[config.mk]
export PLATFORM = sky130hd
export DESIGN_NAME = mcu_seek
export DESIGN_NICKNAME = d
export VERILOG_FILES = /design/src/rtl/mcu_pkg.sv /design/src/rtl/mcu_seek_wrap_counter.sv /design/src/rtl/mcu_seek.sv
export SDC_FILE = /design/constraint.sdc
export NUM_CORES = 1
export LEC_CHECK = 0
export BUFFER_PORTS_ARGS = -buffer_cell sky130_fd_sc_hd__buf_2
export CORE_AREA = 3 3 40 42
export CTS_CLUSTER_SIZE = 25
export DETAILED_ROUTE_END_ITERATION = 6
export DIE_AREA = 0 0 43 45
export PLACE_DENSITY_LB_ADDON = 0.15
export SYNTH_ARGS = -nofsm -noshare
export SYNTH_HDL_FRONTEND = slang
export SYNTH_SLANG_ARGS = --single-unit
[constraint.sdc]
create_clock -name clk -period 1.3 [get_ports clk]
set_input_delay 0.26 -clock clk [delete_from_list [all_inputs] [get_ports clk]]
set_output_delay 0.26 -clock clk [all_outputs]
set_load 0.1 [all_outputs]
[src/rtl/mcu_pkg.sv]
// Purpose: shared state encoding and helpers for the mcu_seek player control unit.
// Contents: state_t, the PAUSE/PLAY/REWIND/FF encodings, and the play/pause inversion
// used when a seek is aborted by play_button.
package mcu_pkg;

   typedef logic [1:0] state_t;

   localparam state_t PAUSE  = 2'b00;
   localparam state_t PLAY   = 2'b01;
   localparam state_t REWIND = 2'b10;
   localparam state_t FF     = 2'b11;

   // A seek aborted by play_button lands in the opposite of its return state.
   function automatic state_t flip_ret(input state_t s);
      return (s == PLAY) ? PAUSE : PLAY;
   endfunction

endpackage

[src/rtl/mcu_seek_wrap_counter.sv]
// Purpose: up/down modulo-N counter with enable. It wraps N-1 -> 0 going up and
// 0 -> N-1 going down. N does not need to be a power of two.
// Ports:
//   clk   - clock
//   rst_n - asynchronous active-low reset, clears the count
//   en    - advance the count this cycle
//   up    - direction (1 = increment, 0 = decrement)
//   cnt   - current count (registered)
module wrap_counter #(
   parameter int unsigned N = 4,
   parameter int unsigned W = $clog2(N)
) (
   input  logic         clk,
   input  logic         rst_n,
   input  logic         en,
   input  logic         up,
   output logic [W-1:0] cnt
);

   localparam logic [W-1:0] MAX = W'(N - 1);

   logic [W-1:0] cnt_d;
   logic [W-1:0] cnt_q;

   // Next count with wrap in both directions.
   always_comb begin
      cnt_d = cnt_q;
      if (en) begin
         if (up) cnt_d = (cnt_q == MAX) ? '0 : cnt_q + W'(1);
         else    cnt_d = (cnt_q == '0) ? MAX : cnt_q - W'(1);
      end
   end

   always_ff @(posedge clk or negedge rst_n) begin
      if (!rst_n) cnt_q <= '0;
      else        cnt_q <= cnt_d;
   end

   assign cnt = cnt_q;

endmodule

[src/rtl/mcu_seek.sv]
// Purpose: player control unit. It runs song selection with wrap and a
// play/pause/seek FSM. A rewind or ff request holds its output for SEEK_LEN cycles
// and then returns to the state the seek was entered from.
// Optional feature: define MCU_AUTOPLAY_EN so that a song change taken while
// playing (or during a seek that returns to PLAY) keeps playing.
// Ports:
//   clk, reset (async, active-low)
//   play_button, next_button, prev_button, rewind_button, ff_button - 1-cycle pulses
//   song_done    - end-of-song pulse from the player
//   play/rewind/ff - Moore decodes of the state register
//   reset_player - combinational; high in the cycle of any song change
//   song         - current song index
module mcu_seek
   import mcu_pkg::*;
#(
   parameter int unsigned NUM_SONGS = 4,
   parameter int unsigned SONG_W    = $clog2(NUM_SONGS),
   parameter int unsigned SEEK_LEN  = 1
) (
   input  logic              clk,
   input  logic              reset,
   input  logic              play_button,
   input  logic              next_button,
   input  logic              prev_button,
   input  logic              rewind_button,
   input  logic              ff_button,
   input  logic              song_done,
   output logic              play,
   output logic              rewind,
   output logic              ff,
   output logic              reset_player,
   output logic [SONG_W-1:0] song
);

   localparam int unsigned       CNT_W    = $clog2(SEEK_LEN + 1);
   localparam logic [CNT_W-1:0]  CNT_LOAD = CNT_W'(SEEK_LEN - 1);

`ifdef MCU_AUTOPLAY_EN
   localparam bit AUTOPLAY = 1'b1;
`else
   localparam bit AUTOPLAY = 1'b0;
`endif

   logic       chg;
   logic       song_up;
   logic       same_dir;
   logic       opp_dir;
   state_t     state_d, state_q;
   state_t     ret_d, ret_q;
   logic [CNT_W-1:0] cnt_d, cnt_q;

   // next_button and song_done win over prev_button for direction.
   assign chg     = next_button | prev_button | song_done;
   assign song_up = next_button | song_done;

   wrap_counter #(
      .N (NUM_SONGS),
      .W (SONG_W)
   ) u_song (
      .clk   (clk),
      .rst_n (reset),
      .en    (chg),
      .up    (song_up),
      .cnt   (song)
   );

   // State, seek counter and return state registers.
   always_ff @(posedge clk or negedge reset) begin
      if (!reset) begin
         state_q <= PAUSE;
         ret_q   <= PAUSE;
         cnt_q   <= '0;
      end else begin
         state_q <= state_d;
         ret_q   <= ret_d;
         cnt_q   <= cnt_d;
      end
   end

   // Seek buttons in terms of the current seek direction.
   assign same_dir = (state_q == REWIND) ? rewind_button : ff_button;
   assign opp_dir  = (state_q == REWIND) ? ff_button     : rewind_button;

   // Next-state logic; priority chg > play > rewind > ff.
   always_comb begin
      state_d = state_q;
      ret_d   = ret_q;
      cnt_d   = cnt_q;
      case (state_q)
         PAUSE, PLAY: begin
            if (chg) begin
               state_d = (AUTOPLAY && state_q == PLAY) ? PLAY : PAUSE;
            end else if (play_button) begin
               state_d = flip_ret(state_q);
            end else if (rewind_button) begin
               state_d = REWIND;
               ret_d   = state_q;
               cnt_d   = CNT_LOAD;
            end else if (ff_button) begin
               state_d = FF;
               ret_d   = state_q;
               cnt_d   = CNT_LOAD;
            end
         end
         default: begin
            if (chg) begin
               state_d = (AUTOPLAY && ret_q == PLAY) ? PLAY : PAUSE;
            end else if (play_button) begin
               state_d = flip_ret(ret_q);
            end else if (same_dir) begin
               cnt_d = CNT_LOAD;
            end else if (opp_dir) begin
               state_d = (state_q == REWIND) ? FF : REWIND;
               cnt_d   = CNT_LOAD;
            end else if (cnt_q == '0) begin
               state_d = ret_q;
            end else begin
               cnt_d = cnt_q - CNT_W'(1);
            end
         end
      endcase
   end

   // Moore decodes plus the combinational player restart.
   always_comb begin
      play         = (state_q == PLAY);
      rewind       = (state_q == REWIND);
      ff           = (state_q == FF);
      reset_player = chg & reset;
   end

endmodule

* Word-level counts from Yosys, hierarchy flattened
Cells that the tools add are included.
Word-level totals: input bits 8, RAM bits 0, logic and storage cells 59, ROM bits 0, memories kept 0, bits in registers 7, bits in latches 0, output and inout port bits 6
Cells by class: divide/modulo/power cells 0, magnitude comparators 0, shift operators 0, multipliers 0, reduce and logical (&&, ||, !) cells 7, muxes and demuxes 30, bitwise operators 6, equal/unequal tests 9, add/sub/neg operators 3
Operators by type and width (number):
- 2-bit two-way mux | 15
- 1-bit two-way mux | 15
- 2-bit equality test (second input constant) | 3
- 3-bit AND reduction | 2
- 5-bit by 4-bit != test with 1-bit output (second input constant) | 1
- 5-bit != test (second input constant) | 1
- 2-bit by 1-bit equality test with 1-bit output (second input constant) | 2
- 2-bit zero test | 2
- 4-bit by 3-bit != test with 1-bit output (second input constant) | 1
- 4-bit AND reduction | 1
- 3-bit != test (second input constant) | 1
- 1-bit OR | 3
- 2-bit by 1-bit adder with 2-bit output (second input constant) | 1
- 1-bit inverter | 2
- 2-bit nonzero test | 1
- 2-bit OR reduction | 1
- 2-bit by 1-bit subtractor with 2-bit output (second input constant) | 1
- 1-bit bitwise AND | 1
- 1-bit subtractor (second input constant) | 1

* Logic depth before layout (Yosys ltp)
depth in word-level cells 7, gate-level depth with buffers 4, depth with buffers taken out 4

* Modules after synthesis
Synthesis repeated with hierarchy kept, for this count alone.
Unflattened totals: cells, all modules 38, area total of the unflattened synthesis 380.4 um2
By module, submodules not included:
- mcu_seek | area an instance 251.5 um2, cells an instance 27, seq. area each 100.1 um2, times used 1
- wrap_counter | area an instance 128.9 um2, cells an instance 11, seq. area each 50.0 um2, times used 1

* Worst setup path before layout
OpenSTA, ideal clock, no wires.
path kind reg2reg, from register state_q[1], to register state_q[0], library setup time 0.135 ns, path slack -0.938 ns, arrival 2.104 ns, data required time 1.165 ns, clock period less this slack 2.238 ns, buffers on the path 0, stages on the path, launching flop included 4, path through dfrtp_1 nor2b_1 o21bai_1 a221oi_1
On the way: elaborated cells between the ends (all ways) 19, those cells by class eq/ne: 5; mux: 11; reduce/logical: 3
RTL lines:
- start: declaration | line mcu_seek.sv:48 | state_t state_d, state_q;
- start signal: assignment | line mcu_seek.sv:74 | state_q <= state_d;
- 2-bit by 1-bit equality test with 1-bit output (*)
- via play | line mcu_seek.sv:28 | output logic play,
- 1-bit two-way mux | line mcu_pkg.sv:15 | return (s == PLAY) ? PAUSE : PLAY;
- 2-bit two-way mux | line mcu_seek.sv:93 | end else if (play_button) begin
- 2-bit two-way mux | line mcu_seek.sv:91 | if (chg) begin
- 2-bit two-way mux | line mcu_seek.sv:89 | case (state_q)
The timed path passes the listed nets; every way through them passes the cells marked *. The select of a mux whose other input is x is not followed. A chain may end at the register's enable or synchronous reset.

* Worst setup path in the final report
from input port song_done, to register ret_q[0]
On the way: longest elaborated chain between the ends 3
RTL lines:
- start: declaration | line mcu_seek.sv:27 | input logic song_done,
- 1-bit OR | line mcu_seek.sv:53 | assign chg = next_button | prev_button | song_done;
- 1-bit inverter (no line)
- 4-bit AND reduction (no line)
- end signal: assignment | line mcu_seek.sv:75 | ret_q <= ret_d;
- end: declaration | line mcu_seek.sv:49 | state_t ret_d, ret_q;
Every way passes these cells.

==> run metrics <==
chip height around 45 um; Area contributors post-synth dfrtp_1 (39%), ha_1 (6.6%), nor2_1 (4.9%); via/cell ratio 5.036; final instance area 753.2 um^2; worst-skew pair later-pin latency 240 ps; HP Class input port to flop; Detailed Place HPWL 765 um; Mapped Area 381.6 um^2; Distinct cells, synth 22; row count 13; Crit Path Category input port to flop; P_int between 600 and 700 uW; core area 0.001285 mm^2; fin crit period 1411 ps; CP Capture Type flop; Port Buf Inserts 13; Post-Layout Cell Count 83; met3 usage 1.594%; commonest cells after routing, fill and taps aside buf_4 (8), buf_12 (6), buf_2 (5), nor2_1 (4), buf_6 (4); largest net degree at the start of global routing 7; FILL cells roughly 110; Pre-antenna DRT Iters 4; pwr dens 1641 mW/mm^2; Final Max Tran Viols 0; clk root buf clkbuf_4; placed instance area 649.4 um^2; sw power roughly 570 uW; Worst Skew 0.8268 ps; Setup WS post-layout -111.4 ps; Worst-Margin Slew 397.7 ps; startpoint types input port; sw frac 45.78%; CTS tree yes; routability cong. 0.7218; total of warnings raised by yosys 0; post-synthesis sequential area ratio 39.34%; met1 Resource Use GR 14.53%; chip width 43 um; DRT iter0 DRCs 11; global-route wire length before repair 1.635 mm; Leak 0.0003306 uW; setup TNS -428.5 ps; Antenna Nets Post-Route 0; GR Layer Usage met2 17.66%; dpl cells 76; routed vias 418; synthesized flop and latch total 6; Final #Nets 79; CTS buffer count 3; final period utilization 108.6%; Syn-to-layout area delta 97.38%; register area about 160 um^2; vias in the first global route 396; Min-Delay Path Depth 3; H-Tree Depth 1; syn nets 50; largest area contributor in the synthesized netlist dfrtp_1; Yosys top cell area share 39.34%; worst-case reg-to-reg path depth 2; Critical Path AT roughly 1500 ps; average size of a mapped cell between 9 and 10 um^2; area of the multi-input gates approximately 270 um^2; WP data required 1430 ps; WL/cell about 12 um; Reg power frac 26.4%; Initial Util 29.70%; share of cells above drive strength 1 66.18%; Worst-path clk slew 50 ps; clock sinks 6; clock tree buffer depth 2; VDD IR max about 1.3 mV; DIE AREA 0.001935 mm^2; final WL 991 um; endpoints failing setup 5; Clock power frac 15.1%; status finished with violations; Remaining Overflow, GRT 0; RSZ-0062 raised after global routing true; combinational share of power about three fifths; Synth Instances 40; failing checks negative setup slack; max-cap violations 0; commonest non-fill, non-tap cell in the layout buf_4; n_diodes 0; initial antenna violation count 0; hold slack final ~340 ps; Hold Vio Cnt, Final 0; maximum clock frequency 708.5 MHz; GRT busiest layer met2; drc violations 0; gr usage total around an eighth; I/O Pins 14; Slew HR 73.28%; crit-path max FO 2
==> metal layers <==
layer | wire length, um | up-vias | part of all wire (%)
li1 | - | 200 | -
met5 | 0 | - | 0
met3 | 63 | 6 | 6.4
met4 | 49 | 0 | 4.9
met2 | 431 | 19 | 43
met1 | 446 | 193 | 45
==> power by group through the flow <==
| stage | sequential (uW) | combinational (uW) | clock, uW |
|---|---|---|---|
| floorplan | 535 | 250 | 0 |
| global placement | 328 | 694 | 0 |
| detailed placement | 327 | 703 | 0 |
| CTS | 326 | 723 | 191 |
| global route | 334 | 766 | 209 |
| finish | 326 | 724 | 186 |
==> final timing paths <==
path	startpoint	slack (ps)	end
worst max-delay path	song_done	-110	ret_q[0]
worst min-delay path	play_button	340	state_q[1]
worst max register to register	state_q[1]	-60	ret_q[0]
worst min register to register	ret_q[1]	550	ret_q[1]
max in group asynchronous	reset	700	u_song.cnt[0]
min in group asynchronous	reset	470	u_song.cnt[1]
==> per-stage QoR <==
| stage | total power (uW) | util [%] | worst slack [ps] |
|---|---|---|---|
| after floorplan | 784.6 | - | -239.8 |
| after global placement | 1021 | 50.54 | -351.6 |
| after detailed placement | 1029 | 50.54 | -368.1 |
| after CTS | 1240 | 56.48 | -107.9 |
| after global routing | 1308 | 58.62 | -125.0 |
| final | 1236 | 58.62 | -111.4 |
==> Yosys cell counts <==
cell type and instances:
nor3_1 1, or3_4 1, nand2_1 3, o21bai_1 1
inv_1 3, ha_1 2, and2_2 2, a21oi_1 2
o221ai_1 1, nor2b_1 1, a221oi_1 1, and2_1 1
or4_1 1, dfrtp_1 6, or4_4 1, mux2_4 1
a211oi_1 2, nor2_1 5, nand2b_1 2, o22ai_1 1
nand3b_1 1, mux2_2 1
==> cell families (layout without fill, tap and decap cells) <==
family / after synthesis / count (layout) / synth area share (%)
flops: 6 / 6 / 39.34
simple gates: 19 / 19 / 29.51
fa+ha+maj: 2 / 2 / 6.556
mux: 2 / 2 / 6.884
buf+inv: 3 / 31 / 2.951
compound gates: 8 / 8 / 14.76
==> state kept, by name, indices dropped and copies added, names as in the netlist <==
signal,count
ret_q,2
u_song.cnt,2
state_q,2
==> cell type report <==
class                           count  area share (%)
Clock buffer                        4           3.488
Inverter                            3           2.492
Multi-Input combinational cell     31           35.88
Sequential cell                     6           21.10
Tap cell                           15           2.492
Timing Repair Buffer               24           34.55
==> what timing repair did <==
action,CTS,global route
hold buffers,1,0
gates resized for setup,11,5
pin swaps,2,3
setup endpoints to repair,6,7
cloned,0,0
hold endpoints to repair,6,0
buffers inserted,1,1
==> worst max-delay path, cell delays in order <==
cell and delay, ps:
buf_6 90, or3_4 380, or4_4 500, mux2_4 310
Power figures use the tool's default switching activity.
